### config.mk
export PLATFORM = sky130hd
export DESIGN_NAME = pdm_cic_decimator_flat
export DESIGN_NICKNAME = d
export VERILOG_FILES = /design/src/rtl/pdm_cic_decimator_if.sv /design/src/rtl/pdm_cic_decimator.sv /design/src/flat_wrapper.sv
export SDC_FILE = /design/constraint.sdc
export NUM_CORES = 1
export LEC_CHECK = 0
export CAP_MARGIN = 20
export CORE_ASPECT_RATIO = 1.2
export CORE_UTILIZATION = 60
export DETAILED_ROUTE_END_ITERATION = 8
export PLACE_DENSITY = 0.81
export SLEW_MARGIN = 20
export SYNTH_ARGS = -nofsm -noshare
export SYNTH_HDL_FRONTEND = slang
export SYNTH_SLANG_ARGS = --single-unit
### constraint.sdc
create_clock -name clk -period 6.6 [get_ports clk]
set_input_delay 1.98 -clock clk [delete_from_list [all_inputs] [get_ports clk]]
set_output_delay 1.98 -clock clk [all_outputs]
set_load 0.02 [all_outputs]
### src/rtl/pdm_cic_decimator_if.sv
// PDM microphone / PCM stream bundle for pdm_cic_decimator.
// master: the decimator side; slave: the controller/consumer side.
interface pdm_cic_decimator_if;
  logic               enable;
  logic               mic_data;
  logic               mic_clk;
  logic signed [15:0] pcm_data;
  logic               pcm_valid;
  logic               pcm_ready;
  logic               overrun;

  modport master (
    input  enable,
    input  mic_data,
    input  pcm_ready,
    output mic_clk,
    output pcm_data,
    output pcm_valid,
    output overrun
  );

  modport slave (
    output enable,
    output mic_data,
    output pcm_ready,
    input  mic_clk,
    input  pcm_data,
    input  pcm_valid,
    input  overrun
  );
endinterface

### src/rtl/pdm_cic_decimator.sv
// PDM microphone front end: mic clock divider, 3rd-order CIC decimator, valid/ready PCM output.
// Define PDM_DC_BLOCK_EN to insert a one-pole DC-removal stage after saturation.
module pdm_cic_decimator #(
  parameter int unsigned CLK_DIV = 42,
  parameter int unsigned DECIM   = 64
) (
  input  logic                 clk,
  input  logic                 rst,
  pdm_cic_decimator_if.master  bus
);

  localparam int unsigned CntW = $clog2(CLK_DIV);
  localparam int unsigned DecW = $clog2(DECIM);
  localparam int          LogD = $clog2(DECIM);
  // CIC gain is DECIM^3; normalise it to 2^15 (shift right for large DECIM, left for small).
  localparam int          ShR  = (3 * LogD > 15) ? (3 * LogD - 15) : 0;
  localparam int          ShL  = (3 * LogD < 15) ? (15 - 3 * LogD) : 0;

  logic [CntW-1:0]    r_cnt, w_cnt_nxt;
  logic               r_mic_clk;
  logic               r_en_q;
  logic [DecW-1:0]    r_dec_cnt;
  logic [1:0]         r_warm;
  logic signed [19:0] r_int1, r_int2, r_int3;
  logic signed [19:0] r_dly1, r_dly2, r_dly3;
  logic signed [19:0] w_comb1, w_comb2, w_comb3;
  logic signed [1:0]  w_bit;
  logic signed [19:0] w_bit_ext;
  logic signed [31:0] w_wide, w_scaled;
  logic signed [15:0] w_sat;
  logic               w_en_rise, w_bit_stb, w_dec_stb, w_post_warm;
  logic               w_new;
  logic signed [15:0] w_new_data;
  logic signed [15:0] r_pcm_data;
  logic               r_pcm_valid;
  logic               r_overrun;

  always_comb begin
    w_en_rise   = bus.enable & ~r_en_q;
    w_bit_stb   = bus.enable && (r_cnt == CntW'(CLK_DIV - 1));
    w_dec_stb   = w_bit_stb && (r_dec_cnt == DecW'(DECIM - 1));
    w_post_warm = w_dec_stb && (r_warm == 2'd3);
    w_cnt_nxt   = '0;
    if (bus.enable && (r_cnt != CntW'(CLK_DIV - 1))) w_cnt_nxt = r_cnt + CntW'(1);
    w_bit       = bus.mic_data ? 2'sb01 : 2'sb11;
    w_bit_ext   = {{18{w_bit[1]}}, w_bit};
    w_comb1     = r_int3 - r_dly1;
    w_comb2     = w_comb1 - r_dly2;
    w_comb3     = w_comb2 - r_dly3;
    w_wide      = {{12{w_comb3[19]}}, w_comb3};
    w_scaled    = (w_wide >>> ShR) <<< ShL;
    if (w_scaled > 32'sd32767)       w_sat = 16'sh7fff;
    else if (w_scaled < -32'sd32768) w_sat = 16'sh8000;
    else                             w_sat = w_scaled[15:0];
  end

  // Divider, integrators (per bit strobe) and combs (per decimation strobe).
  always_ff @(posedge clk or posedge rst) begin
    if (rst) begin
      r_cnt     <= '0;
      r_mic_clk <= 1'b0;
      r_dec_cnt <= '0;
      r_warm    <= 2'd0;
      r_int1    <= '0;
      r_int2    <= '0;
      r_int3    <= '0;
      r_dly1    <= '0;
      r_dly2    <= '0;
      r_dly3    <= '0;
    end else if (!bus.enable) begin
      r_cnt     <= '0;
      r_mic_clk <= 1'b0;
      r_dec_cnt <= '0;
      r_warm    <= 2'd0;
      r_int1    <= '0;
      r_int2    <= '0;
      r_int3    <= '0;
      r_dly1    <= '0;
      r_dly2    <= '0;
      r_dly3    <= '0;
    end else begin
      r_cnt     <= w_cnt_nxt;
      r_mic_clk <= (w_cnt_nxt >= CntW'(CLK_DIV / 2));
      if (w_bit_stb) begin
        r_int1    <= r_int1 + w_bit_ext;
        r_int2    <= r_int2 + r_int1;
        r_int3    <= r_int3 + r_int2;
        r_dec_cnt <= r_dec_cnt + DecW'(1);
      end
      if (w_dec_stb) begin
        r_dly1 <= r_int3;
        r_dly2 <= w_comb1;
        r_dly3 <= w_comb2;
        if (r_warm != 2'd3) r_warm <= r_warm + 2'd1;
      end
    end
  end

`ifdef PDM_DC_BLOCK_EN
  logic               r_dc_vld;
  logic signed [15:0] r_dc_x, r_dc_xprev, r_dc_yprev;
  logic signed [23:0] w_dc_x, w_dc_xp, w_dc_yp, w_dc_sum;
  logic signed [15:0] w_dc_y;

  always_comb begin
    w_dc_x   = {{8{r_dc_x[15]}}, r_dc_x};
    w_dc_xp  = {{8{r_dc_xprev[15]}}, r_dc_xprev};
    w_dc_yp  = {{8{r_dc_yprev[15]}}, r_dc_yprev};
    w_dc_sum = w_dc_x - w_dc_xp + w_dc_yp - (w_dc_yp >>> 8);
    if (w_dc_sum > 24'sd32767)       w_dc_y = 16'sh7fff;
    else if (w_dc_sum < -24'sd32768) w_dc_y = 16'sh8000;
    else                             w_dc_y = w_dc_sum[15:0];
    w_new      = r_dc_vld;
    w_new_data = w_dc_y;
  end

  always_ff @(posedge clk or posedge rst) begin
    if (rst) begin
      r_dc_vld   <= 1'b0;
      r_dc_x     <= '0;
      r_dc_xprev <= '0;
      r_dc_yprev <= '0;
    end else if (w_en_rise) begin
      r_dc_vld   <= 1'b0;
      r_dc_xprev <= '0;
      r_dc_yprev <= '0;
    end else begin
      r_dc_vld <= w_post_warm;
      if (w_post_warm) r_dc_x <= w_sat;
      if (r_dc_vld) begin
        r_dc_xprev <= r_dc_x;
        r_dc_yprev <= w_dc_y;
      end
    end
  end
`else
  always_comb begin
    w_new      = w_post_warm;
    w_new_data = w_sat;
  end
`endif

  // Single-entry output register; a sample arriving into a stalled slot is dropped.
  always_ff @(posedge clk or posedge rst) begin
    if (rst) begin
      r_en_q      <= 1'b0;
      r_pcm_data  <= '0;
      r_pcm_valid <= 1'b0;
      r_overrun   <= 1'b0;
    end else begin
      r_en_q <= bus.enable;
      if (w_new && (!r_pcm_valid || bus.pcm_ready)) begin
        r_pcm_data  <= w_new_data;
        r_pcm_valid <= 1'b1;
      end else begin
        if (r_pcm_valid && bus.pcm_ready) r_pcm_valid <= 1'b0;
        if (w_new) r_overrun <= 1'b1;
      end
      if (w_en_rise) r_overrun <= 1'b0;
    end
  end

  assign bus.mic_clk   = r_mic_clk;
  assign bus.pcm_data  = r_pcm_data;
  assign bus.pcm_valid = r_pcm_valid;
  assign bus.overrun   = r_overrun;

endmodule
### src/flat_wrapper.sv
// flat-port wrapper written by rule: the top's interface ports become plain ports
module pdm_cic_decimator_flat 
#(
  parameter int unsigned CLK_DIV = 42,
  parameter int unsigned DECIM   = 64
)
  (clk, rst, bus_enable, bus_mic_data, bus_pcm_ready, bus_mic_clk, bus_pcm_data, bus_pcm_valid, bus_overrun);
  pdm_cic_decimator_if bus_i ();
  input  logic clk;
  input  logic rst;
  input wire logic [$bits(bus_i.enable)-1:0] bus_enable;
  input wire logic [$bits(bus_i.mic_data)-1:0] bus_mic_data;
  input wire logic [$bits(bus_i.pcm_ready)-1:0] bus_pcm_ready;
  output wire logic [$bits(bus_i.mic_clk)-1:0] bus_mic_clk;
  output wire logic [$bits(bus_i.pcm_data)-1:0] bus_pcm_data;
  output wire logic [$bits(bus_i.pcm_valid)-1:0] bus_pcm_valid;
  output wire logic [$bits(bus_i.overrun)-1:0] bus_overrun;
  assign bus_i.enable = bus_enable;
  assign bus_i.mic_data = bus_mic_data;
  assign bus_i.pcm_ready = bus_pcm_ready;
  assign bus_mic_clk = bus_i.mic_clk;
  assign bus_pcm_data = bus_i.pcm_data;
  assign bus_pcm_valid = bus_i.pcm_valid;
  assign bus_overrun = bus_i.overrun;
  pdm_cic_decimator #(.CLK_DIV(CLK_DIV), .DECIM(DECIM)) u_core (.clk(clk), .rst(rst), .bus(bus_i));
endmodule
==> results.md <==
- Power density over cell area: 168 nW/µm²
- Bufs and invs on worst path: 2
- Detail Route Antenna Nets: 0
- DRC violation total after the first TritonRoute iteration: between 500 and 600
- Final-layout worst hold slack: between 400 and 500 ps
- TritonCTS Sinks: ~150
- Flop and latch count out of synthesis: between 150 and 200
- Min-delay worst type: reg2reg
- Critical Path End Type: register
- Die Span Y: between 100 and 150 µm
- Die area: 18700 µm²
- Crit path top cell by count: sky130_fd_sc_hd__ha_1
- Detailed Routing Iterations Pass 1: 5
- Final worst clock skew: about 9.2 ps
- Top Family by Delay on Critical Path: compound AO/OA/AOI/OAI gates
- Core utilization of the finished layout: 0.677
- Total negative slack for setup checks: 0 ps
- Floorplan die width: 125 µm
- Wire length of the first global-routing pass: slightly below 40000 µm
- Synthesized instance count: around 1300
- Antenna violations before repair: 0
- # setup viols final: 0
- Critical path required time: approximately 6900 ps
- Starting density of the core: 0.618
- Clk Tree Root Cell: sky130_fd_sc_hd__clkbuf_16
- Total global-route track usage: 0.257
- Fraction of final layout cells sized beyond drive strength 1: 0.0453
- Biggest area consumer among synthesized cells: sky130_fd_sc_hd__dfrtp_1
- # fillers: approximately 1400
- CP max stage cell: sky130_fd_sc_hd__fa_1
- Final period util: 0.924
- Gp weighted congestion: 0.805
- Leak: around 5.7 nW
- Max-slew violation total from the final report: 0
- Top-level port count: 24
- Run status: completed
- CTS tree: built
- Number of warnings printed during yosys synthesis: 0
- Tightest Pin Transition: ~1100 ps
- Total wire length: 22700 µm
- Post-CTS clock slew at the launch and capture registers of the worst setup and hold paths: about 70 ps
- FMAX: 0.164 GHz
- Period minus WS final: around 6100 ps
- Startpoint type of the worst setup path: register
- Total clock buffers created by CTS: 17
- Synth area leaders: sky130_fd_sc_hd__dfrtp_1 (35%), sky130_fd_sc_hd__ha_1 (13%), sky130_fd_sc_hd__nand2_1 (6.5%)
- Number of nets in the layout: around 1400
- Worst IR drop on VDD: approximately 0.00018 V
- Number of antenna diodes: 0
- Post-detailed-route DRC marker count: 0
- Post-route design area: between 10000 and 15000 µm²
- Maximum Capacitance Violations: 0
- Synth-to-layout area growth: 9.61%
- Number of global-route vias before repair: ~8900
- Overall power: 2.01 mW
- Average size of a mapped cell: 8.63 µm²
- Dpl hpwl: 15700 µm
- Routed length per instance: about 15 µm
- Global route overflow: 0
- Site Rows: 53
- Total standard cell area after synthesis: roughly 11000 µm²
- Maximum number of pins on one net before global-route repair: 100
- Longest individual stage delay on the worst path: 420 ps
- Via Count: a little under 9000
- Hold bufs inserted after CTS: 0
- H-tree level count: 4
- Number of synthesized flops with an enable pin: 0
- Synthesized netlist net count: roughly 1400
- Biggest fanout along the worst timing path: 14
- Endpoints failing hold: 0
- Maximum root-to-sink buffer count: 2
- Placed cell areas: between 10000 and 15000 µm²
- Number of buffers added on ports: 23
- Share of flip-flops with an asynchronous set or reset after synthesis: 1.00
- DR vias/cell: roughly 6
- Clock network latency to the later pin of the worst-skew pair: between 400 and 500 ps
- Post-synth top flop: sky130_fd_sc_hd__dfrtp_1
- Worst EP arrival: 6420 ps
- Area share of the largest cell type after synthesis: 0.354
- Worst max-slew margin expressed relative to the limit: 0.275
- Sequential fraction of the synthesis area: 0.354
- Floorplan Core Area: roughly 18000 µm²
- Number of distinct library cell variants in the gate-level netlist after synthesis: about 60
- Type of the setup path with the least slack: reg2reg
- Setup repair after global routing missed its margin: no
sequential cells by signal, summed over array words and instances (netlist names):
name and count:
u_core.bus.mic_clk 1, u_core.bus.overrun 1, u_core.bus.pcm_data 16, u_core.bus.pcm_valid 1, u_core.r_cnt 6, u_core.r_dec_cnt 6, u_core.r_dly1 20, u_core.r_dly2 20
u_core.r_dly3 20, u_core.r_en_q 1, u_core.r_int1 20, u_core.r_int2 20, u_core.r_int3 20, u_core.r_warm 2
cell families (layout without fill, tap and decap cells):
| logic type | Yosys count | after routing | synth area share |
|---|---|---|---|
| mux | 4 | 4 | 0.00368 |
| buf+inv | 134 | 153 | 0.0466 |
| compound gates | 359 | 359 | 0.211 |
| flops | 154 | 154 | 0.354 |
| xor+xnor | 100 | 100 | 0.0825 |
| simple gates | 389 | 389 | 0.159 |
| fa+ha+maj | 122 | 122 | 0.143 |
layout by cell type, fill, tap and decap left out, drive strengths merged, types with 16 or more instances in the layout:
cell / n
nand2b: 16
a21oi: 123
clkbuf: 17
nor3: 18
a21o: 40
xnor2: 63
o31ai: 46
clkdlybuf4s50: 23
inv: 98
xor2: 36
nand3: 35
o21ai: 59
nand2: 189
ha: 116
nor2: 75
dfrtp: 154
path summary, 6_finish.rpt:
kind,from,to,slack (ps),cells after the start
worst min register to register,u_core.r_en_q$_DFF_PP0_,u_core.bus.overrun$_DFFE_PP0P_,490,1
worst min-delay path,u_core.r_en_q$_DFF_PP0_,u_core.bus.overrun$_DFFE_PP0P_,490,1
worst max register to register,u_core.r_int3[0]$_DFFE_PP0P_,u_core.bus.pcm_data[0]$_DFFE_PP0P_,500,29
worst max-delay path,u_core.r_int3[0]$_DFFE_PP0P_,u_core.bus.pcm_data[0]$_DFFE_PP0P_,500,29
max in group asynchronous,rst,u_core.r_dly3[18]$_DFFE_PP0P_,3500,3
min in group asynchronous,rst,u_core.r_dly3[0]$_DFFE_PP0P_,2030,2
report_power, final:
group	total [mW]	switching [mW]	internal, mW
combinational	0.0622	0.0470	0.0152
clock	0.999	0.456	0.543
sequential	0.947	0.00168	0.945
metal layers:
layer | vias up | wire [µm] | GRT usage
met1 | 4185 | 9830 | 0.296
met4 | 0 | 516 | 0.111
li1 | 4446 | - | -
met3 | 40 | 494 | 0.0340
met5 | - | 0 | 0
met2 | 141 | 11800 | 0.479
Yosys cell counts, types with 18 or more instances:
| cell | number |
|---|---|
| sky130_fd_sc_hd__xnor2_1 | 63 |
| sky130_fd_sc_hd__dfrtp_1 | 154 |
| sky130_fd_sc_hd__o31ai_1 | 46 |
| sky130_fd_sc_hd__o21ai_0 | 47 |
| sky130_fd_sc_hd__nor2_1 | 75 |
| sky130_fd_sc_hd__inv_1 | 87 |
| sky130_fd_sc_hd__ha_1 | 116 |
| sky130_fd_sc_hd__nand2_1 | 189 |
| sky130_fd_sc_hd__a21o_1 | 40 |
| sky130_fd_sc_hd__clkbuf_1 | 38 |
| sky130_fd_sc_hd__a21oi_1 | 123 |
| sky130_fd_sc_hd__nor3_1 | 18 |
| sky130_fd_sc_hd__nand3_1 | 35 |
| sky130_fd_sc_hd__xor2_1 | 35 |
stage by stage:
step | std cells | setup WS [ps]
3_3_place_gp | 1468 | 565
3_5_place_dp | 1468 | 331
5_1_grt | 1501 | 5.17
6_report | 1501 | 502
4_1_cts | 1500 | 304
2_1_floorplan | 1262 | 470
repair_timing:
action,CTS,global route
buffers inserted,0,1
resized for setup,0,2
endpoints found under the setup margin,0,14
cell type report:
| cell class | instances | area [µm²] | area share |
|---|---|---|---|
| Multi-Input combinational cell | 974 | 6560 | 0.549 |
| Sequential cell | 154 | 3850 | 0.323 |
| Clock buffer | 17 | 425 | 0.0356 |
| Inverter | 87 | 333 | 0.0279 |
| Timing Repair Buffer | 34 | 325 | 0.0272 |
| Tap cell | 220 | 275 | 0.0231 |
| Clock inverter | 15 | 171 | 0.0144 |
(Power assumes the default switching activity.)
